### src/rtl/clock_display_driver.sv
// Six-digit HH:MM:SS multiplexed 7-segment driver with per-frame snapshot.
// clk/rst (async, active-high); sec/min/hr/mode12 time in; blank_en dark;
// an one-hot digit, seg a..g, dp colon, pm indicator (all registered).
module clock_display_driver #(
  parameter int unsigned SCAN_DIV = 4
) (
  input  logic       clk,
  input  logic       rst,
  input  logic [5:0] sec,
  input  logic [5:0] min,
  input  logic [4:0] hr,
  input  logic       mode12,
  input  logic       blank_en,
  output logic [5:0] an,
  output logic [6:0] seg,
  output logic       dp,
  output logic       pm
);

  localparam int unsigned CW = $clog2(SCAN_DIV);
  localparam logic [CW-1:0] DIV_LAST = CW'(SCAN_DIV - 1);
  localparam logic [2:0] IDX_LAST = 3'd5;

  localparam logic [6:0] SEG_DASH = 7'h40;
  localparam logic [6:0] SEG_OFF = 7'h00;

  typedef struct packed {
    logic [5:0] sec;
    logic [5:0] min;
    logic [4:0] hr;
    logic       mode12;
  } snap_t;

  logic [CW-1:0] div_cnt;
  logic [2:0]    idx;
  snap_t         snap;
  logic          adv;
  logic          wrap;

  logic [4:0] h12;
  logic [4:0] hsel;
  logic [7:0] hr_bcd;
  logic [7:0] min_bcd;
  logic [7:0] sec_bcd;
  logic       valid;
  logic       tens_dark;

  logic [3:0] digit;
  logic       dark;
  logic [5:0] an_nxt;
  logic [6:0] seg_nxt;
  logic       dp_nxt;
  logic       pm_nxt;

  function automatic logic [6:0] enc7(
    input logic [3:0] d
  );
    logic [6:0] s;
    unique case (d)
      4'd0:    s = 7'h3F;
      4'd1:    s = 7'h06;
      4'd2:    s = 7'h5B;
      4'd3:    s = 7'h4F;
      4'd4:    s = 7'h66;
      4'd5:    s = 7'h6D;
      4'd6:    s = 7'h7D;
      4'd7:    s = 7'h07;
      4'd8:    s = 7'h7F;
      4'd9:    s = 7'h6F;
      default: s = SEG_OFF;
    endcase
    return s;
  endfunction

  // Split 0..59 into {tens, units}.
  function automatic logic [7:0] to_bcd(
    input logic [5:0] v
  );
    logic [3:0] t;
    logic [3:0] u;
    if (v >= 6'd50) begin
      t = 4'd5;
      u = 4'(v - 6'd50);
    end else if (v >= 6'd40) begin
      t = 4'd4;
      u = 4'(v - 6'd40);
    end else if (v >= 6'd30) begin
      t = 4'd3;
      u = 4'(v - 6'd30);
    end else if (v >= 6'd20) begin
      t = 4'd2;
      u = 4'(v - 6'd20);
    end else if (v >= 6'd10) begin
      t = 4'd1;
      u = 4'(v - 6'd10);
    end else begin
      t = 4'd0;
      u = v[3:0];
    end
    return {t, u};
  endfunction

  assign adv  = (div_cnt == DIV_LAST);
  assign wrap = adv && (idx == IDX_LAST);

  // Index resets to the last digit so the first advance wraps to 0
  // and captures a fresh snapshot for the first real frame.
  always_ff @(posedge clk or posedge rst) begin
    if (rst) begin
      div_cnt <= '0;
      idx     <= IDX_LAST;
      snap    <= '0;
    end else begin
      if (adv) begin
        div_cnt <= '0;
        if (idx == IDX_LAST) begin
          idx <= 3'd0;
        end else begin
          idx <= idx + 3'd1;
        end
      end else begin
        div_cnt <= div_cnt + CW'(1);
      end
      if (wrap) begin
        snap <= '{
          sec:    sec,
          min:    min,
          hr:     hr,
          mode12: mode12
        };
      end
    end
  end

  // Hour conversion: 0 -> 12, 13..23 -> 1..11.
  always_comb begin
    h12 = snap.hr;
    if (snap.hr == 5'd0) begin
      h12 = 5'd12;
    end else if (snap.hr > 5'd12) begin
      h12 = snap.hr - 5'd12;
    end
  end

  assign hsel    = snap.mode12 ? h12 : snap.hr;
  assign hr_bcd  = to_bcd({1'b0, hsel});
  assign min_bcd = to_bcd(snap.min);
  assign sec_bcd = to_bcd(snap.sec);

  assign valid = (snap.sec <= 6'd59)
              && (snap.min <= 6'd59)
              && (snap.hr  <= 5'd23);

  assign tens_dark = snap.mode12
                  && (hr_bcd[7:4] == 4'd0);

  always_comb begin
    digit  = 4'd0;
    dark   = 1'b0;
    an_nxt = 6'b000000;
    unique case (idx)
      3'd0: begin
        digit  = hr_bcd[7:4];
        dark   = tens_dark;
        an_nxt = 6'b000001;
      end
      3'd1: begin
        digit  = hr_bcd[3:0];
        an_nxt = 6'b000010;
      end
      3'd2: begin
        digit  = min_bcd[7:4];
        an_nxt = 6'b000100;
      end
      3'd3: begin
        digit  = min_bcd[3:0];
        an_nxt = 6'b001000;
      end
      3'd4: begin
        digit  = sec_bcd[7:4];
        an_nxt = 6'b010000;
      end
      3'd5: begin
        digit  = sec_bcd[3:0];
        an_nxt = 6'b100000;
      end
      default: begin
        digit  = 4'd0;
        an_nxt = 6'b000000;
      end
    endcase
  end

  always_comb begin
    seg_nxt = enc7(digit);
    if (!valid) begin
      seg_nxt = SEG_DASH;
    end else if (dark) begin
      seg_nxt = SEG_OFF;
    end
  end

  // Colon lights on the hour/minute units digits on even seconds.
  assign dp_nxt = valid
               && !snap.sec[0]
               && ((idx == 3'd1) || (idx == 3'd3));

  assign pm_nxt = valid
               && snap.mode12
               && (snap.hr >= 5'd12);

  always_ff @(posedge clk or posedge rst) begin
    if (rst) begin
      an  <= '0;
      seg <= '0;
      dp  <= 1'b0;
      pm  <= 1'b0;
    end else begin
      pm <= pm_nxt;
      if (blank_en) begin
        an  <= '0;
        seg <= '0;
        dp  <= 1'b0;
      end else begin
        an  <= an_nxt;
        seg <= seg_nxt;
        dp  <= dp_nxt;
      end
    end
  end

endmodule

### config.mk
export PLATFORM = sky130hd
export DESIGN_NAME = clock_display_driver
export DESIGN_NICKNAME = d
export VERILOG_FILES = /design/src/rtl/clock_display_driver.sv
export SDC_FILE = /design/constraint.sdc
export NUM_CORES = 1
export LEC_CHECK = 0
export BUFFER_PORTS_ARGS = -buffer_cell sky130_fd_sc_hd__buf_2
export CAP_MARGIN = 20
export CORE_MARGIN = 5
export CORE_UTILIZATION = 25
export CTS_BUF_LIST = sky130_fd_sc_hd__clkbuf_8
export DETAILED_ROUTE_END_ITERATION = 10
export HOLD_SLACK_MARGIN = 0.15
export MAX_ROUTING_LAYER = met4
export PLACE_DENSITY = 0.45
export SLEW_MARGIN = 40
export SYNTH_ARGS = -nofsm -noshare
export SYNTH_HDL_FRONTEND = slang
export SYNTH_SLANG_ARGS = --single-unit
### constraint.sdc
create_clock -name clk -period 5.9 [get_ports clk]
set_clock_uncertainty 0.05 [all_clocks]
set_input_delay 1.77 -clock clk [delete_from_list [all_inputs] [get_ports clk]]
set_output_delay 1.77 -clock clk [all_outputs]
set_load 0.02 [all_outputs]
==> flow_summary.toml <==
[status]
outcome = "finished, final reports clean"

[power_and_ir_drop]
finalPower_uw = 616
power_density_mw_per_mm2 = 176
p_leak_nw = 1.56
ir_drop_mv = 0.0932

[setup_path]
path_max_fanout = 10
arrival_ns = 4.42
crit_type = "register to register"
required_ns = 6.06
cp-end-kind = "register"
cp-start-kind = "register"
rr_worst_depth = 17

[floorplan]
dieHeight_um = 121
die_w_um = 121
ios = 36
die_area_mm2 = 0.0148
num_rows = 40
initial_core_util = 0.256
core_mm2 = 0.0121

[grt]
grt_overflow = 0
gr-usage-met1 = 0.149
grt_pass1_wl_mm = 12.9
grt_busiest_layer = "met2"
antenna_found_initial = 0
grt_pass1_vias = 2454
grt.met3_usage = 0.0233
met2_usage = 0.174
grt_usage = 0.111
grt_max_degree = 39

[synthesis]
synthSimpleGateAreaFrac = 0.177
synth_compound_area_frac = 0.217
synthXorXnorAreaFrac = 0.0197
synth_most_common_cell = "dfrtp_1"
netlist_instances = 321
syn_area_per_cell_um2 = 9.67
syn_area_mm2 = 0.00311
ys_seq_elements = 38
yosysWarningCount = 0
synth_top_area_cell = "dfrtp_1"
synth_area_leaders = "dfrtp_1 (29%), ha_1 (13%), mux2_2 (6.9%)"
synth.top_cell.area_share = 0.290
synth_cell_type_count = 70
synth_seq_area_share = 0.307
synth_fa_ha_area_frac = 0.133
ys_async_sr_fraction = 1.00
ys.flop_type = "dfrtp_1"
synth.cells.most_frequent = "dfrtp_1 (36), ha_1 (33), inv_1 (22), nor2_1 (22), mux2_2 (19)"
synth_edf_count = 0
synth_nets = 375
muxShareOfSynthArea = 0.0890
synth_top_family_by_area = "compound AO/OA/AOI/OAI gates"

[worst_hold_path]
holdPathStages = 1
worstHoldPathType = "register to register"

[sta]
hold_violations = 0
rsz0062_at_grt = "no"
fin_ws_ns = 1.64
setup_tns_ns = 0
setup_viol = 0
relSlewSlack = 0.634
finalCriticalPeriod_ns = 4.26
final_max_slew_viol_count = 0
maxClockFrequency_mhz = 235
fin_crit_sh = 0.722
tightest_slew_ns = 0.541

[drt]
wirelength_mm = 7.61
num_vias = 2501
drtIter0Drc = 98
routedWlPerCell_um = 14.7
drc = 0
antenna_left = 0
drt-vias-per-instance = 4.84
drt-pass1-iter-count = 4

[cts]
clkTransAtPathRegs_ns = 0.08
clk_latency_ns = 0.30
cts_tree = "built"
clock_path_buffers = 2
post_cts_resized = 0
hold_buffers = 0
clock-sinks = 38
cts_root_buf = "clkbuf_8"
htree_levels = 2
tritoncts.num_buffers = 5
cts_setup_buffers = 0

[cells_and_area]
syn2layout_area_growth_pct = 12.7
fin_util = 0.289
antenna_cells = 0
drive_above_1_share = 0.249
nNetsFinal = 402

[place]
hpwl_mm = 5.74
place.gp.congestion = 0.846
place_ws_ns = 1.64
io_buffer_count = 35

[flow_run]
maxCapViolations = 0
-- worst max-delay path, stage by stage, from the launching register on --
cell and delay (ns):
dfrtp_1 0.53, inv_1 0.15, ha_1 0.21, nor3b_2 0.16
nor3b_4 0.19, or3_1 0.48, inv_1 0.12, ha_1 0.14
inv_1 0.03, o21ai_0 0.18, o21ai_2 0.12, xnor2_1 0.15
o311ai_1 0.14, a2111oi_4 0.56, inv_1 0.13, ha_1 0.33
mux2_1 0.28, a211oi_1 0.22
-- per-layer routing --
metal | part of all wire | up-vias
met5 | 0 | -
met4 | 0.010 | 0
met3 | 0.044 | 6
met2 | 0.47 | 52
met1 | 0.48 | 1216
li1 | - | 1227
-- layout make-up --
class	instances	area, µm²
Sequential cell	38	953
Timing Repair Buffer	37	190
Multi-Input combinational cell	244	1980
Clock inverter	3	17.5
Inverter	22	82.6
Tap cell	168	210
Fill cell	1332	8610
Clock buffer	5	68.8
-- power breakdown --
part / switching, mW / internal [mW] / total, mW / leakage (nW)
sequential: 0.0212 / 0.272 / 0.293 / 0.469
combinational: 0.0785 / 0.0602 / 0.139 / 1.04
clock: 0.102 / 0.0818 / 0.184 / 0.0493
total: 0.202 / 0.414 / 0.616 / 1.56
-- layout by cell type (no fill, tap or decap), drive strengths merged, types with 3 or more instances in the layout --
cell type  instances
a211oi             9
a21o               3
nor2b              4
a31oi              6
a21oi             15
nor2              22
nand2             18
nor3               8
xnor2              4
clkbuf             5
nor3b              5
ha                33
nand3b             5
xor2               3
buf               37
inv               23
o21ai             18
and2               5
o21a               3
a2111oi            3
or3                4
nand3             11
mux2              21
dfrtp             36
mux2i              4
-- stage by stage --
| stage | cells | cell area, µm² | hold slack (ns) |
|---|---|---|---|
| after floorplan | 321 | 3110 | 0.353 |
| after global placement | 509 | 3410 | 0.364 |
| after detailed placement | 509 | 3410 | 0.372 |
| after CTS | 517 | 3500 | 0.383 |
| after global routing | 517 | 3500 | 0.399 |
| final | 517 | 3500 | 0.375 |
-- state kept, by name (all words and copies together), names as in the netlist --
signal / flops
an: 6
div_cnt: 2
dp: 1
idx: 3
pm: 1
seg: 7
snap: 18
-- kinds of logic after synthesis --
| group | Yosys count |
|---|---|
| and+or+nand+nor | 97 |
| AOI/OAI and AO/OA | 82 |
| buffers and inverters | 39 |
| DFF | 38 |
| adders and majority gates | 33 |
| muxes | 25 |
| xor gates and xnor gates | 7 |
-- worst paths after layout --
| path | startpoint | endpoint | slack, ns |
|---|---|---|---|
| min in group asynchronous | rst | snap[11] | 1.54 |
| hold / removal | div_cnt[0] | div_cnt[0] | 0.38 |
| max in group asynchronous | rst | idx[0] | 3.89 |
| hold reg to reg | div_cnt[0] | div_cnt[0] | 0.38 |
| setup reg to reg | snap[3] | seg[3] | 1.64 |
| setup / recovery | snap[3] | seg[3] | 1.64 |
(Power assumes the default switching activity.)
